$ cat src/rtl/alu_seq_pkg.sv
// Shared opcode, state and carry helpers for the nibble-serial ALU controller.
package alu_seq_pkg;

  localparam logic [2:0] OP_CLR    = 3'b000;
  localparam logic [2:0] OP_BMA    = 3'b001;
  localparam logic [2:0] OP_AMB    = 3'b010;
  localparam logic [2:0] OP_ADD    = 3'b011;
  localparam logic [2:0] OP_XOR    = 3'b100;
  localparam logic [2:0] OP_OR     = 3'b101;
  localparam logic [2:0] OP_AND    = 3'b110;
  localparam logic [2:0] OP_PRESET = 3'b111;

  localparam int unsigned NIB_W = 4;

  typedef enum logic [1:0] {
    IDLE = 2'd0,
    RUN  = 2'd1,
    DONE = 2'd2
  } state_t;

  // Ops whose final carry is meaningful.
  function automatic logic is_arith(input logic [2:0] op);
    return (op == OP_BMA) || (op == OP_AMB) || (op == OP_ADD);
  endfunction

  // Subtracts run as A + ~B + 1 inside the slice, so they start with carry set.
  function automatic logic init_carry(input logic [2:0] op);
    return (op == OP_BMA) || (op == OP_AMB);
  endfunction

endpackage

$ cat src/rtl/alu_nibble_seq_if.sv
// Request/response bundle between the sequencer and the nibble-serial ALU.
interface alu_nibble_seq_if #(
  parameter int unsigned WIDTH = 16
);
  logic             start;
  logic [2:0]       op;
  logic [WIDTH-1:0] a;
  logic [WIDTH-1:0] b;
  logic             busy;
  logic             done;
  logic [WIDTH-1:0] result;
  logic             cout;
  logic             zero;

  modport master (
    output start, op, a, b,
    input  busy, done, result, cout, zero
  );

  modport slave (
    input  start, op, a, b,
    output busy, done, result, cout, zero
  );
endinterface

$ cat src/rtl/alu_nibble_seq.sv
// Time-multiplexes one 4-bit 74381-style slice to compute a WIDTH-bit ALU op,
// least-significant nibble first, rippling carry from the slice's G/P.
module alu_nibble_seq
  import alu_seq_pkg::*;
#(
  parameter int unsigned WIDTH = 16
) (
  input  logic        clk,
  input  logic        rst_n,
  alu_nibble_seq_if.slave bus,
  output logic [2:0]  slice_s,
  output logic [3:0]  slice_a,
  output logic [3:0]  slice_b,
  output logic        slice_cin,
  input  logic [3:0]  slice_f,
  input  logic        slice_g,
  input  logic        slice_p
);

  localparam int unsigned NIB   = WIDTH / NIB_W;
  localparam int unsigned IDX_W = (NIB > 1) ? $clog2(NIB) : 1;
  localparam logic [IDX_W-1:0] IDX_LAST = IDX_W'(NIB - 1);

  state_t           state_q;
  logic [IDX_W-1:0] idx_q;
  logic [WIDTH-1:0] a_q;
  logic [WIDTH-1:0] b_q;
  logic [2:0]       op_q;
  logic             carry_q;
  logic [WIDTH-1:0] result_q;
  logic             cout_q;
  logic             zero_q;
  logic             done_q;
  logic             busy_q;

  logic             carry_nxt;
  logic [WIDTH-1:0] result_nxt;

  // Slice drive comes straight from the latched operands and current index.
  assign slice_s   = op_q;
  assign slice_a   = a_q[NIB_W*idx_q +: NIB_W];
  assign slice_b   = b_q[NIB_W*idx_q +: NIB_W];
  assign slice_cin = carry_q;

  // Carry into the next nibble from the slice's generate/propagate.
  assign carry_nxt = slice_g | (slice_p & carry_q);

  // Result with the current nibble replaced by the slice output.
  always_comb begin
    result_nxt = result_q;
    result_nxt[NIB_W*idx_q +: NIB_W] = slice_f;
  end

  assign bus.busy   = busy_q;
  assign bus.done   = done_q;
  assign bus.result = result_q;
  assign bus.cout   = cout_q;
  assign bus.zero   = zero_q;

  // Control FSM with datapath registers; reset discards any partial result.
  always_ff @(posedge clk) begin
    if (!rst_n) begin
      state_q  <= IDLE;
      idx_q    <= '0;
      a_q      <= '0;
      b_q      <= '0;
      op_q     <= '0;
      carry_q  <= 1'b0;
      result_q <= '0;
      cout_q   <= 1'b0;
      zero_q   <= 1'b0;
      done_q   <= 1'b0;
      busy_q   <= 1'b0;
    end else begin
      done_q <= 1'b0;
      case (state_q)
        IDLE: begin
          if (bus.start) begin
            a_q     <= bus.a;
            b_q     <= bus.b;
            op_q    <= bus.op;
            idx_q   <= '0;
            carry_q <= init_carry(bus.op);
            busy_q  <= 1'b1;
            state_q <= RUN;
          end
        end
        RUN: begin
          result_q <= result_nxt;
          carry_q  <= carry_nxt;
          if (idx_q == IDX_LAST) begin
            idx_q   <= '0;
            cout_q  <= is_arith(op_q) & carry_nxt;
            zero_q  <= (result_nxt == '0);
            done_q  <= 1'b1;
            state_q <= DONE;
          end else begin
            idx_q <= idx_q + IDX_W'(1);
          end
        end
        DONE: begin
          busy_q  <= 1'b0;
          state_q <= IDLE;
        end
        default: begin
          busy_q  <= 1'b0;
          state_q <= IDLE;
        end
      endcase
    end
  end

endmodule

$ cat src/flat_wrapper.sv
// flat-port wrapper written by rule: the top's interface ports become plain ports
module alu_nibble_seq_flat import alu_seq_pkg::*;
#(
  parameter int unsigned WIDTH = 16
)
  (clk, rst_n, slice_s, slice_a, slice_b, slice_cin, slice_f, slice_g, slice_p, bus_start, bus_op, bus_a, bus_b, bus_busy, bus_done, bus_result, bus_cout, bus_zero);
  alu_nibble_seq_if #(.WIDTH(WIDTH)) bus_i ();
  input  logic clk;
  input  logic rst_n;
  output logic [2:0] slice_s;
  output logic [3:0] slice_a;
  output logic [3:0] slice_b;
  output logic slice_cin;
  input  logic [3:0] slice_f;
  input  logic slice_g;
  input  logic slice_p;
  input wire logic [$bits(bus_i.start)-1:0] bus_start;
  input wire logic [$bits(bus_i.op)-1:0] bus_op;
  input wire logic [$bits(bus_i.a)-1:0] bus_a;
  input wire logic [$bits(bus_i.b)-1:0] bus_b;
  output wire logic [$bits(bus_i.busy)-1:0] bus_busy;
  output wire logic [$bits(bus_i.done)-1:0] bus_done;
  output wire logic [$bits(bus_i.result)-1:0] bus_result;
  output wire logic [$bits(bus_i.cout)-1:0] bus_cout;
  output wire logic [$bits(bus_i.zero)-1:0] bus_zero;
  assign bus_i.start = bus_start;
  assign bus_i.op = bus_op;
  assign bus_i.a = bus_a;
  assign bus_i.b = bus_b;
  assign bus_busy = bus_i.busy;
  assign bus_done = bus_i.done;
  assign bus_result = bus_i.result;
  assign bus_cout = bus_i.cout;
  assign bus_zero = bus_i.zero;
  alu_nibble_seq #(.WIDTH(WIDTH)) u_core (.clk(clk), .rst_n(rst_n), .bus(bus_i), .slice_s(slice_s), .slice_a(slice_a), .slice_b(slice_b), .slice_cin(slice_cin), .slice_f(slice_f), .slice_g(slice_g), .slice_p(slice_p));
endmodule
$ cat config.mk
export PLATFORM = sky130hd
export DESIGN_NAME = alu_nibble_seq_flat
export DESIGN_NICKNAME = d
export VERILOG_FILES = /design/src/rtl/alu_seq_pkg.sv /design/src/rtl/alu_nibble_seq_if.sv /design/src/rtl/alu_nibble_seq.sv /design/src/flat_wrapper.sv
export SDC_FILE = /design/constraint.sdc
export NUM_CORES = 1
export LEC_CHECK = 0
export CORE_AREA = 5 5 95 132
export DETAILED_ROUTE_END_ITERATION = 12
export DIE_AREA = 0 0 100 137
export HOLD_SLACK_MARGIN = 0.1
export SLEW_MARGIN = 40
export SYNTH_ARGS = -nofsm -noshare
export SYNTH_HDL_FRONTEND = slang
export SYNTH_SLANG_ARGS = --single-unit
$ cat constraint.sdc
create_clock -name clk -period 2.6 [get_ports clk]
set_clock_uncertainty 0.1 [all_clocks]
set_input_delay 0.39 -clock clk [delete_from_list [all_inputs] [get_ports clk]]
set_output_delay 0.39 -clock clk [all_outputs]
set_load 0.01 [all_outputs]
Word level (Yosys, flattened, before mapping)
Index checks and enable logic that the tools add are counted.

cells by class
  div/mod/pow operators = 0
  shift-type cells = 4
  equality and inequality tests = 9
  multiply operators = 0
  multiplexer cells = 12
  $add $sub $neg = 2
  bitwise operators = 4
  $lt $le $gt $ge = 0
  reduce and logical (&&, ||, !) cells = 12

operator list
  operator                   number
  $neg A4 Y34                1
  $shift A4 B34 Y16 const A  1
  $shiftx A4 B34 Y16         1
  $shiftx A16 B5 Y4          2
  $bwmux W16                 1
  $logic_not A16 Y1          1
  $reduce_and A2 Y1          6
  $eq A3 B2 Y1 const B       3
  $mux W2                    4
  $pmux W2 S2                2
  $eq A3 B1 Y1 const B       2
  $pmux W1 S2                2
  $logic_or A1 B1 Y1         3
  $mux W1                    3
  $add A2 B1 Y2 const B      1
  $and A1 B1 Y1              2
  $eq A2 B1 Y1 const B       1
  $eq A2 B2 Y1 const B       1
  $logic_not A2 Y1           1
  $ne A2 B1 Y1 const B       1
  $ne A2 B2 Y1 const B       1
  $reduce_bool A2 Y1         1
  $not A1 Y1                 1
  $or A1 B1 Y1               1

word-level totals
  memory bits (writable) = 0
  input bits = 44
  bits in read-only memories = 0
  bits in latches = 0
  register bits after elaboration = 60
  memories = 0
  word-level logic and storage cells = 54
  output and inout port bits = 32

Logic depth before layout (Yosys ltp)
Gate-level depths: netlist of the first run.

  word-level depth = 4
  gate-level depth with buffers = 7
  depth with buffers taken out = 6

Worst setup path after synthesis of the first run
Ideal clock, no wire load.

  path type = reg-to-reg
  start point = register u_core.idx_q[1]
  end point = register u_core.zero_q (netlist: u_core.bus.zero)
  setup time = 0.119 ns
  buffers on the path = 1
  clock period less this slack = 2.151 ns
  data required time = 2.381 ns
  stages on the path, launching flop included = 8
  setup slack = 0.449 ns
  arrival time = 1.931 ns
  cell sequence = dfxtp_1 > clkbuf_1 > inv_1 > ha_1 > nor4bb_1 > a41o_1 > a211o_1 > o31ai_1

on the way
  longest elaborated chain between the ends = 4
  elaborated cells on any way between the ends = 7
  those cells by class = add/sub (1); eq/ne (1); shift (2); mux (1); reduce/logical (2)

RTL lines
  item                                                            line                  text
  start: declaration                                              alu_nibble_seq.sv:25  logic [IDX_W-1:0] idx_q;
  start signal: assignment                                        alu_nibble_seq.sv:98  idx_q <= idx_q + IDX_W'(1);
  $neg A4 Y34                                                     alu_nibble_seq.sv:51  result_nxt[NIB_W*idx_q +: NIB_W] = slice_f;
  $shiftx A4 B34 Y16 / $shift A4 B34 Y16 (equally long branches)  alu_nibble_seq.sv:51
  $bwmux W16                                                      alu_nibble_seq.sv:51
  $logic_not A16 Y1                                               alu_nibble_seq.sv:94  zero_q <= (result_nxt == '0);
  end signal: assignment                                          alu_nibble_seq.sv:94
  end: declaration                                                alu_nibble_seq.sv:32  logic zero_q;

Several ways; a longest one is shown, not always the timed one.
A chain may end at the register's enable or synchronous reset.

Worst setup path in the final report of the first run
  start point = register u_core.idx_q[0]
  end point = output slice_b[3]

on the way
  longest elaborated chain between the ends = 1

RTL lines
  item               line                  text
  $shiftx A16 B5 Y4  alu_nibble_seq.sv:42  assign slice_b = b_q[NIB_W*idx_q +: NIB_W];
  end: declaration   flat_wrapper.sv:12    output logic [3:0] slice_b;

No other way between the ends.

==> flow_summary_export.csv, run 1 <==
group,metric,value,unit
floorplan,ios,76,
finish,mostFrequentLayoutCells,"nand2_1 (76), clkdlybuf4s50_1 (75), dfxtp_1 (60), a21oi_1 (42), nor2_1 (24)",
yosys,synthXorXnorAreaFrac,0.348,%
setup_path,crit_chain,"buf_4 > mux4_2 > clkdlybuf4s50_1",
yosys,ys_types,37,
timing,report.final.setup_viol,0,
timing,holdWs,0.353,ns
drt,drtAntennaViolNets,0,
clocking,clk_path_buf_depth,2,
placement,dp_hpwl,5340,µm
floorplan,die_h,137,µm
placement,portBuffers,75,
power,p_total,2.50,mW
clocking,h-tree-depth,3,
finish,finalInstanceArea,0.00375,mm²
power,p_int,1.93,mW
floorplan,start_util,22.4,%
drt,viasPerCell,4.59,
drt,highest_layer,"met4",
yosys,synth.avg_cell_area,8.74,µm²
power,ir_worst_vdd,0.376,mV
yosys,synth_seq_cells,60,
clocking,holdBufCountCts,0,
timing,rsz0062_at_grt,"false",
drt,firstDrtPassIters,4,
floorplan,rows,46,
finish,drive_gt1_share,8.97,%
power,p_leak,1.36,nW
finish,final_common_cell,"nand2_1",
setup_path,critPathKind,"reg2out",
run_status,status,"finished, final reports clean",
clocking,numClockSinks,60,
power,sequentialPowerShare,39.5,%
drt,wl_met2,3780,µm
finish,area_growth,48.8,%
placement,gp_congestion,0.769,
timing,fin_tns_setup,0,ns
timing,finalHoldViolations,0,
yosys,yosys.area_share.simple,21.7,%
grt,grt_max_degree,43,
drt,drt-initial-drc-count,70,
clocking,clock_latency,0.32,ns
clocking,post_cts_buffers,0,
floorplan,die_w,100,µm
run,cap_violations,0,
drt,wl_per_cell,14.4,µm
timing,relSlewSlack,65.8,%
setup_path,cpPeakStageDelay,0.55,ns
power,p_switching,0.573,mW
grt,antenna_found_initial,0,
drt,wl_met1,3010,µm
timing,fmax,403,MHz
grt,grt_pass1_vias,2440,
power,sw_frac_of_total,22.9,%
min_path,hold_path_class,"reg2reg",
yosys,synth_compound_area_share,16.4,%
grt,grt_pass1_wl,12000,µm
timing,slew_violations,0,
floorplan,die_area,0.0137,mm²
yosys,yosysWarnings,0,
finish,nNetsFinal,413,
timing,finalCritPeriodShare,95.5,%
power,power_frac_comb,13.2,%
setup_path,crit_slowest_cell,"mux4_2",
power,clockPowerShare,47.2,%
yosys,synth_fp_nets,338,
placement,placed_cell_area,0.00344,mm²
timing,worst_pin_slew,0.512,ns
power,powerDensity,667,mW/mm²
yosys,yosysSeqAreaShare,47.7,%
drt,drt_wl_total,7360,µm
clocking,cts_tree,"built",
clocking,cts_buffers,9,
drt,dr_total_vias,2352,
setup_path,critical_path_arrival,1.99,ns
drt,drc,0,
yosys,synth_adder_area_share,2.98,%
clocking,root_buffer,"clkbuf_16",
finish,fillCellCount,1184,
yosys,synth_top_family_by_area,"simple AND/OR/NAND/NOR gates",
clocking,path_clk_slew,0.05,ns
yosys,netlist_area,0.00252,mm²
setup_path,cp-end-kind,"primary output",
finish,antenna_cells,0,
finish,final_util,33.4,%
clocking,cts-resized-gates,0,
setup_path,cp_max_fo,17,
setup_path,cp_data_required_time,2.11,ns
grt,grt_use_total,11.1,%
yosys,postSynthCellCount,288,
yosys,synth_mux_area_share,7.16,%
timing,min_period,2.48,ns
floorplan,coreArea,0.0112,mm²
grt,overflow,0,
setup_path,start_kind,"flip-flop",
drt,dr_wl_met3,509,µm
[state kept, by name (all words and copies together) (netlist names)]
signal / count
u_core.bus.done: 1
u_core.idx_q: 2
u_core.bus.zero: 1
u_core.slice_s: 3
u_core.slice_cin: 1
u_core.a_q: 16
u_core.bus.cout: 1
u_core.state_q: 2
u_core.bus.result: 16
u_core.bus.busy: 1
u_core.b_q: 16
[cells in the mapped netlist]
cell type,count,share of area [%]
and3_1,3,0.75
ha_1,6,3.0
inv_1,4,0.60
buf_4,2,0.60
a31oi_1,1,0.25
nand2b_1,1,0.25
a32oi_1,15,5.2
a211oi_1,1,0.30
dfxtp_1,60,48
or4_1,1,0.30
mux4_2,8,7.2
buf_1,3,0.45
or3_1,1,0.25
o2111ai_1,1,0.35
a211o_1,1,0.35
clkbuf_1,11,1.6
a21oi_1,42,8.3
nand2_2,1,0.25
buf_2,2,0.40
and4b_1,1,0.40
a41o_1,1,0.40
and4_1,2,0.70
o22a_1,1,0.35
o211ai_1,1,0.30
nor4_1,3,0.75
o31ai_1,1,0.30
xnor2_1,1,0.35
and2b_1,1,0.30
o22ai_1,1,0.25
nand3_1,3,0.60
nor2b_1,1,0.25
nor4bb_1,1,0.40
nor3b_2,1,0.50
nor2_1,24,3.6
or3b_2,1,0.35
nand2_1,76,11
nor3_1,4,0.80
[worst max-delay path, delay by kind of cell (launching register included)]
kind,cells,cell delay (ns)
buffers and inverters,2,0.80
muxes,1,0.55
DFF,1,0.32
[final timing paths]
path         slack [ns]       startpoint         endpoint  depth (start not counted)
max                0.12  u_core.idx_q[0]       slice_b[3]                          3
min                0.35    u_core.b_q[9]    u_core.b_q[9]                          2
max reg2reg        0.60  u_core.idx_q[0]  u_core.bus.zero                          7
min reg2reg        0.35    u_core.b_q[9]    u_core.b_q[9]                          2
[routing by layer]
metal,track usage (%),vias to the layer above
met5,0,-
met2,19.7,87
met3,4.08,6
met4,3.37,0
li1,-,1167
met1,12.3,1092
[layout make-up]
class | instances | area (µm²) | area share (%)
multi-input combinational | 206 | 1230 | 32.8
timing repair buffer | 82 | 816 | 21.8
tap | 144 | 180 | 4.81
inverter | 4 | 15.0 | 0.401
clock inverter | 4 | 47.5 | 1.27
clock buffer | 12 | 256 | 6.85
sequential | 60 | 1200 | 32.1
[power groups by stage]
stage / logic, mW / registers [mW] / clock network (mW)
detailed placement: 0.333 / 1.01 / 0
global placement: 0.328 / 1.00 / 0
finish: 0.330 / 0.988 / 1.18
global route: 0.363 / 0.994 / 1.26
floorplan: 0.166 / 1.01 / 0
CTS: 0.335 / 0.988 / 1.21
[through the flow]
stage	instances	setup slack [ns]
floorplan	288	0.449
global route	512	0.0315
CTS	512	0.0821
global placement	496	0.434
finish	512	0.117
detailed placement	496	0.416
[kinds of logic (layout without fill, tap and decap cells)]
kind of cell	Yosys count	count (layout)
XOR/XNOR	1	1
AND/OR/NAND/NOR	125	125
flip-flops	60	60
adder cells (fa/ha/maj)	6	6
multiplexers	8	8
buffers and inverters	22	102
AO/OA/AOI/OAI	66	66
(Power assumes the default switching activity.)
==> inputs of run 2 (changes only) <==
--- a/config.mk
+++ b/config.mk
@@ -9,7 +9,7 @@
 export DETAILED_ROUTE_END_ITERATION = 12
 export DIE_AREA = 0 0 100 137
 export HOLD_SLACK_MARGIN = 0.1
-export SLEW_MARGIN = 40
 export SYNTH_ARGS = -nofsm -noshare
 export SYNTH_HDL_FRONTEND = slang
 export SYNTH_SLANG_ARGS = --single-unit
+export TNS_END_PERCENT = 20
==> results of run 2 <==
No change in the layout: final DEF, timing and power equal those of run 1.
==> RTL edit 1: new RTL, flow settings as in run 1 <==
Add an input register stage for `slice_f`, `slice_g` and `slice_p`, cleared by the reset; this delays them by one clock. The other inputs are not delayed to match.
--- a/src/rtl/alu_nibble_seq.sv
+++ b/src/rtl/alu_nibble_seq.sv
@@ -21,6 +21,22 @@
   localparam int unsigned IDX_W = (NIB > 1) ? $clog2(NIB) : 1;
   localparam logic [IDX_W-1:0] IDX_LAST = IDX_W'(NIB - 1);
 
+  logic [3:0] slice_f_q;
+  logic slice_g_q;
+  logic slice_p_q;
+
+  always_ff @(posedge clk) begin
+    if (!rst_n) begin
+      slice_f_q <= '0;
+      slice_g_q <= '0;
+      slice_p_q <= '0;
+    end else begin
+      slice_f_q <= slice_f;
+      slice_g_q <= slice_g;
+      slice_p_q <= slice_p;
+    end
+  end
+
   state_t           state_q;
   logic [IDX_W-1:0] idx_q;
   logic [WIDTH-1:0] a_q;
@@ -43,12 +59,12 @@
   assign slice_cin = carry_q;
 
   // Carry into the next nibble from the slice's generate/propagate.
-  assign carry_nxt = slice_g | (slice_p & carry_q);
+  assign carry_nxt = slice_g_q | (slice_p_q & carry_q);
 
   // Result with the current nibble replaced by the slice output.
   always_comb begin
     result_nxt = result_q;
-    result_nxt[NIB_W*idx_q +: NIB_W] = slice_f;
+    result_nxt[NIB_W*idx_q +: NIB_W] = slice_f_q;
   end
 
   assign bus.busy   = busy_q;
Formal check against the unedited RTL: not equivalent (a bounded check fails within 4 cycles, from zero or initial values and one cycle with rst_n low).
==> RTL edit 1 against run 1 <==
Area after synthesis increased by 12%. Largest cell class unchanged. First-iteration DRC count increased by 11%. Sequential cell count grew 6. Wire length fell by 1.9%. Highest routed layer unchanged. Final area rose by 7.5%. Largest power group unchanged. Power up 2.6%. Utilization grew 2.5 points. Setup slack improved by 72 ps.
==> RTL edit 1: results (changes against run 1) <==
hold_start: "u_core.a_q[0]$_SDFFE_PN0P_"
cts.reportedPaths.clkPinSlew_ps: 60
power.share.sequential_pct: 42.5  # +3.0 points
outcome: "finished clean"
cp_slowest_cell: "mux4_2"
numPortBuffers: 75  # unchanged
routed_wirelength_mm: 7.217  # -1.9%
whs_ps: 360.9  # +7.978 ps
arrival_ps: 1920  # -70 ps
synth-compound-area-share_pct: 17.93  # +1.5 points
tightest_slew_ps: 448.6  # -63.59 ps
drtIter0Drc: 78  # +11%
use_met1_pct: 11.80  # -0.52 points
synthesis.nets: 348  # +3.0%
synthTopCellsByArea: "dfxtp_1, nand2_1, a21boi_0, mux4_2, a22oi_1"
track_usage_pct: 11.16  # +0.046 points
grt_pass1_wl_mm: 11.80  # -1.6%
drive_gt1_share_pct: 9.449  # +0.48 points
fin_nets: 426  # +3.1%
p_comb_share_pct: 12.2  # -1.0 points
synthXorXnorAreaFrac_pct: 0.3114  # -0.037 points
synth_adder_area_share_pct: 2.669  # -0.31 points
dpl.cell_count: 509  # +2.6%
nFillCells: 1176  # -0.68%
met3_usage_pct: 3.672  # -0.41 points
ys_types: 41  # +11%
synthTopCellsByCount: "nand2_1, dfxtp_1, a21boi_0"
met2_usage_pct: 19.64  # -0.074 points
pg_comb_mw: 0.313  # -5%
switching_share_pct: 23.28  # +0.34 points
period_share_pct: 92.74  # -2.8 points
synth_seq_area_share_pct: 46.98  # -0.74 points
place_congestion: 0.7942  # +3.3%
antenna_found_initial: 0  # unchanged
hold_path_end: "u_core.a_q[0]$_SDFFE_PN0P_"
crit_fanout: 9  # -8
hpwl_mm: 5.296  # -0.80%
num_vias: 2393  # +1.7%
synthCells: 298  # +3.5%
vdd.ir_drop.worst_mv: 0.3147  # -16%
r2r_setup_slack_ps: 480  # -120 ps
dpl_cell_area_um2: 3740  # +8.7%
reg2regPathDepth: 7  # unchanged
cts_buffer_depth: 2  # unchanged
dieArea_um2: 13700  # unchanged
grt_max_degree: 37  # -14%
leakage_nw: 1.421  # +4.2%
routedWlPerCell_um: 13.75  # -4.4%
worstSetupEndpoint: "slice_a[3]"
post_synth_mux_area_share_pct: 6.762  # -0.40 points
detailedPlace.worstSlack_ps: 403.2  # -13.19 ps
-- RTL edit 1: cell types whose count changed after synthesis, moves of 7 or more --
cell / before / now
a32oi_1: 15 / 0
nor2_1: 24 / 2
a22oi_1: 0 / 16
nor2b_1: 1 / 16
a21oi_1: 42 / 4
and2_1: 0 / 7
a21boi_0: 0 / 37
-- RTL edit 1: layout make-up --
type	instances	area, µm²	area share [%]
multi-input combinational	211	1410	35.02
inverter	4	15.01	0.3729
clock buffer	10	229.0	5.687
timing repair buffer	84	813.3	20.20
tap	144	180.2	4.475
clock inverter	6	57.56	1.429
sequential	66	1321	32.82
-- RTL edit 1: logic make-up after synthesis --
kind of cell    Yosys count
compound gates           68
xor+xnor                  1
fa+ha+maj                 6
buf+inv                  21
flops                    66
mux                       9
simple gates            127
-- RTL edit 1: metal layers --
| layer | wire length (µm) | part of all wire (%) |
|---|---|---|
| met4 | 159 | 2.2 |
| met2 | 3667 | 51 |
| met5 | 0 | 0 |
| met3 | 430 | 6.0 |
| met1 | 2960 | 41 |
==> RTL edit 2: new RTL, settings of run 1 <==
Without the edit above. `WIDTH` is set to 16 in 3 places; all go to 8.
--- a/src/rtl/alu_nibble_seq_if.sv
+++ b/src/rtl/alu_nibble_seq_if.sv
@@ -1,6 +1,6 @@
 // Request/response bundle between the sequencer and the nibble-serial ALU.
 interface alu_nibble_seq_if #(
-  parameter int unsigned WIDTH = 16
+  parameter int unsigned WIDTH = 8
 );
   logic             start;
   logic [2:0]       op;
--- a/src/rtl/alu_nibble_seq.sv
+++ b/src/rtl/alu_nibble_seq.sv
@@ -3,7 +3,7 @@
 module alu_nibble_seq
   import alu_seq_pkg::*;
 #(
-  parameter int unsigned WIDTH = 16
+  parameter int unsigned WIDTH = 8
 ) (
   input  logic        clk,
   input  logic        rst_n,
--- a/src/flat_wrapper.sv
+++ b/src/flat_wrapper.sv
@@ -1,7 +1,7 @@
 // flat-port wrapper written by rule: the top's interface ports become plain ports
 module alu_nibble_seq_flat import alu_seq_pkg::*;
 #(
-  parameter int unsigned WIDTH = 16
+  parameter int unsigned WIDTH = 8
 )
   (clk, rst_n, slice_s, slice_a, slice_b, slice_cin, slice_f, slice_g, slice_p, bus_start, bus_op, bus_a, bus_b, bus_busy, bus_done, bus_result, bus_cout, bus_zero);
   alu_nibble_seq_if #(.WIDTH(WIDTH)) bus_i ();
Interface: changed (resized bus_a, bus_b and bus_result); port bits go from 76 to 52. The function was not compared with the original's and may differ.
==> RTL edit 2 against run 1 <==
Wire length is 43% lower. Clock power fell by 48%. Cell count shrank 31%. First-iteration DRC count down 66%. Die area is the same. Final area shrank 41%. Power shrank 44%. Via count is 48% lower. Area after synthesis fell by 46%. Global-route usage is 4.6 points lower. Sequential cell count is 25 lower. Setup slack improved by 170 ps. Critical endpoint is now slice_b[1].
==> RTL edit 2: results (changes against run 1) <==
cts_made_buffers: 5  # -4
synthTopCellsByCount: "nand2_1, dfxtp_1, a21oi_1"
synth_seq_area_share_pct: 51.47  # +3.8 points
cap_violations: 0  # unchanged
cts_buffer_depth: 2  # unchanged
root_buffer: "clkbuf_16"
yosysWarnings: 0  # unchanged
hpwl_mm: 3.108  # -42%
arrival_ps: 1830  # -160 ps
drtIter0Drc: 24  # -66%
place_congestion: 0.6962  # -9.4%
crit_fanout: 11  # -6
slowest_delay_ps: 670  # +120 ps
post_cts_buffers: 0  # unchanged
num_vias: 1227  # -48%
antenna_cells: 0  # unchanged
drt_pre_antenna_iters: 4  # unchanged
antenna_found_initial: 0  # unchanged
cp_slowest_cell: "dfxtp_1"
synth_ff_type: "dfxtp_1"
detailedPlace.worstSlack_ps: 552.7  # +136.3 ps
numPortBuffers: 51  # -32%
cts_resized: 0  # unchanged
track_usage_pct: 6.471  # -4.6 points
leakage_nw: 0.8059  # -41%
grt_max_degree: 36  # -16%
drive_gt1_share_pct: 10.00  # +1.0 points
synthArstFlopShare_pct: 0  # unchanged
vdd.ir_drop.worst_mv: 0.1872  # -50%
cts.reportedPaths.clkPinSlew_ps: 60
nFillCells: 1240  # +4.7%
h-tree-depth: 2  # -1
synthTopCellsByArea: "dfxtp_1, nand2_1, a21oi_1, mux2_2, mux2i_1"
maxSlewHeadroom_pct: 59.91  # -5.9 points
synthesis.nets: 184  # -46%
instances_no_fill: 354  # -31%
synthCells: 156  # -46%
clock_latency_ps: 270  # -50 ps
outcome: "finished clean"
critPathTopFamily: "flip-flops"
grt_pass1_wl_mm: 6.658  # -44%
hold_class: "reg -> reg"
ys_types: 24  # -35%
first_global_vias: 1289  # -47%
routed_wirelength_mm: 4.183  # -43%
fin_nets: 237  # -43%
## RTL edit 2: changes by cell type in the layout (fill, tap and decap cells not counted), moves of 10 or more
| cell | change |
|---|---|
| a32oi_1 | -15 |
| dfxtp_1 | -25 |
| clkdlybuf4s50_1 | -24 |
| a21oi_1 | -18 |
| nor2_1 | -10 |
| nand2_1 | -35 |
## RTL edit 2: report_power, final
group	switching (mW)	internal (mW)
Clock	0.226	0.383
Combinational	0.0886	0.116
Sequential	0.0247	0.568
## RTL edit 2: through the flow
step,hold slack [ps],area [µm²]
after floorplan,332.9,1361
after global placement,341.9,2044
after detailed placement,346.7,2044
after CTS,354.7,2196
after global routing,369.8,2196
final,352.7,2196
## RTL edit 2: worst reg2reg max path, delay by kind of cell, from the launching register on
family | cells | cell delay, ps
AO/OA/AOI/OAI | 1 | 130
buffers and inverters | 1 | 210
flip-flops | 1 | 670
AND/OR/NAND/NOR | 2 | 660
## RTL edit 2: layer usage
| metal | up-vias | wire (µm) | share of wire (%) | global-route usage [%] |
|---|---|---|---|---|
| met2 | 36 | 1936 | 46 | 10.69 |
| met4 | 0 | 67 | 1.6 | 2.697 |
| li1 | 624 | - | - | - |
| met5 | - | 0 | 0 | 0 |
| met3 | 6 | 386 | 9.2 | 3.213 |
| met1 | 561 | 1792 | 43 | 7.008 |
## RTL edit 2: worst paths after layout
check | slack [ps] | cells past startpoint | end | from
worst max-delay path | 280 | 2 | slice_b[1] | u_core.idx_q$_SDFFE_PN0P_
worst min-delay path | 350 | 2 | u_core.b_q[5]$_SDFFE_PN0P_ | u_core.b_q[5]$_SDFFE_PN0P_
worst max register to register | 770 | 4 | u_core.bus.cout$_SDFFE_PN0P_ | u_core.idx_q$_SDFFE_PN0P_
worst min register to register | 350 | 2 | u_core.b_q[5]$_SDFFE_PN0P_ | u_core.b_q[5]$_SDFFE_PN0P_
## RTL edit 2: cells by family after synthesis
kind of cell    after synthesis  synth area share (%)
simple gates                 67                 21.78
buf+inv                      10                 3.400
compound gates               27                 10.20
xor+xnor                      1                0.6435
flops                        35                 51.47
mux                          16                 12.50
## RTL edit 2: area by class of cell
class / count / area, µm² / share of cell area (%)
clock inverters: 1 / 8.758 / 0.3989
clock buffers: 7 / 142.6 / 6.496
well taps: 144 / 180.2 / 8.205
repair buffers: 55 / 540.5 / 24.62
multi-input cells: 111 / 619.3 / 28.21
inverters: 1 / 3.754 / 0.1709
flip-flops and latches: 35 / 700.7 / 31.91
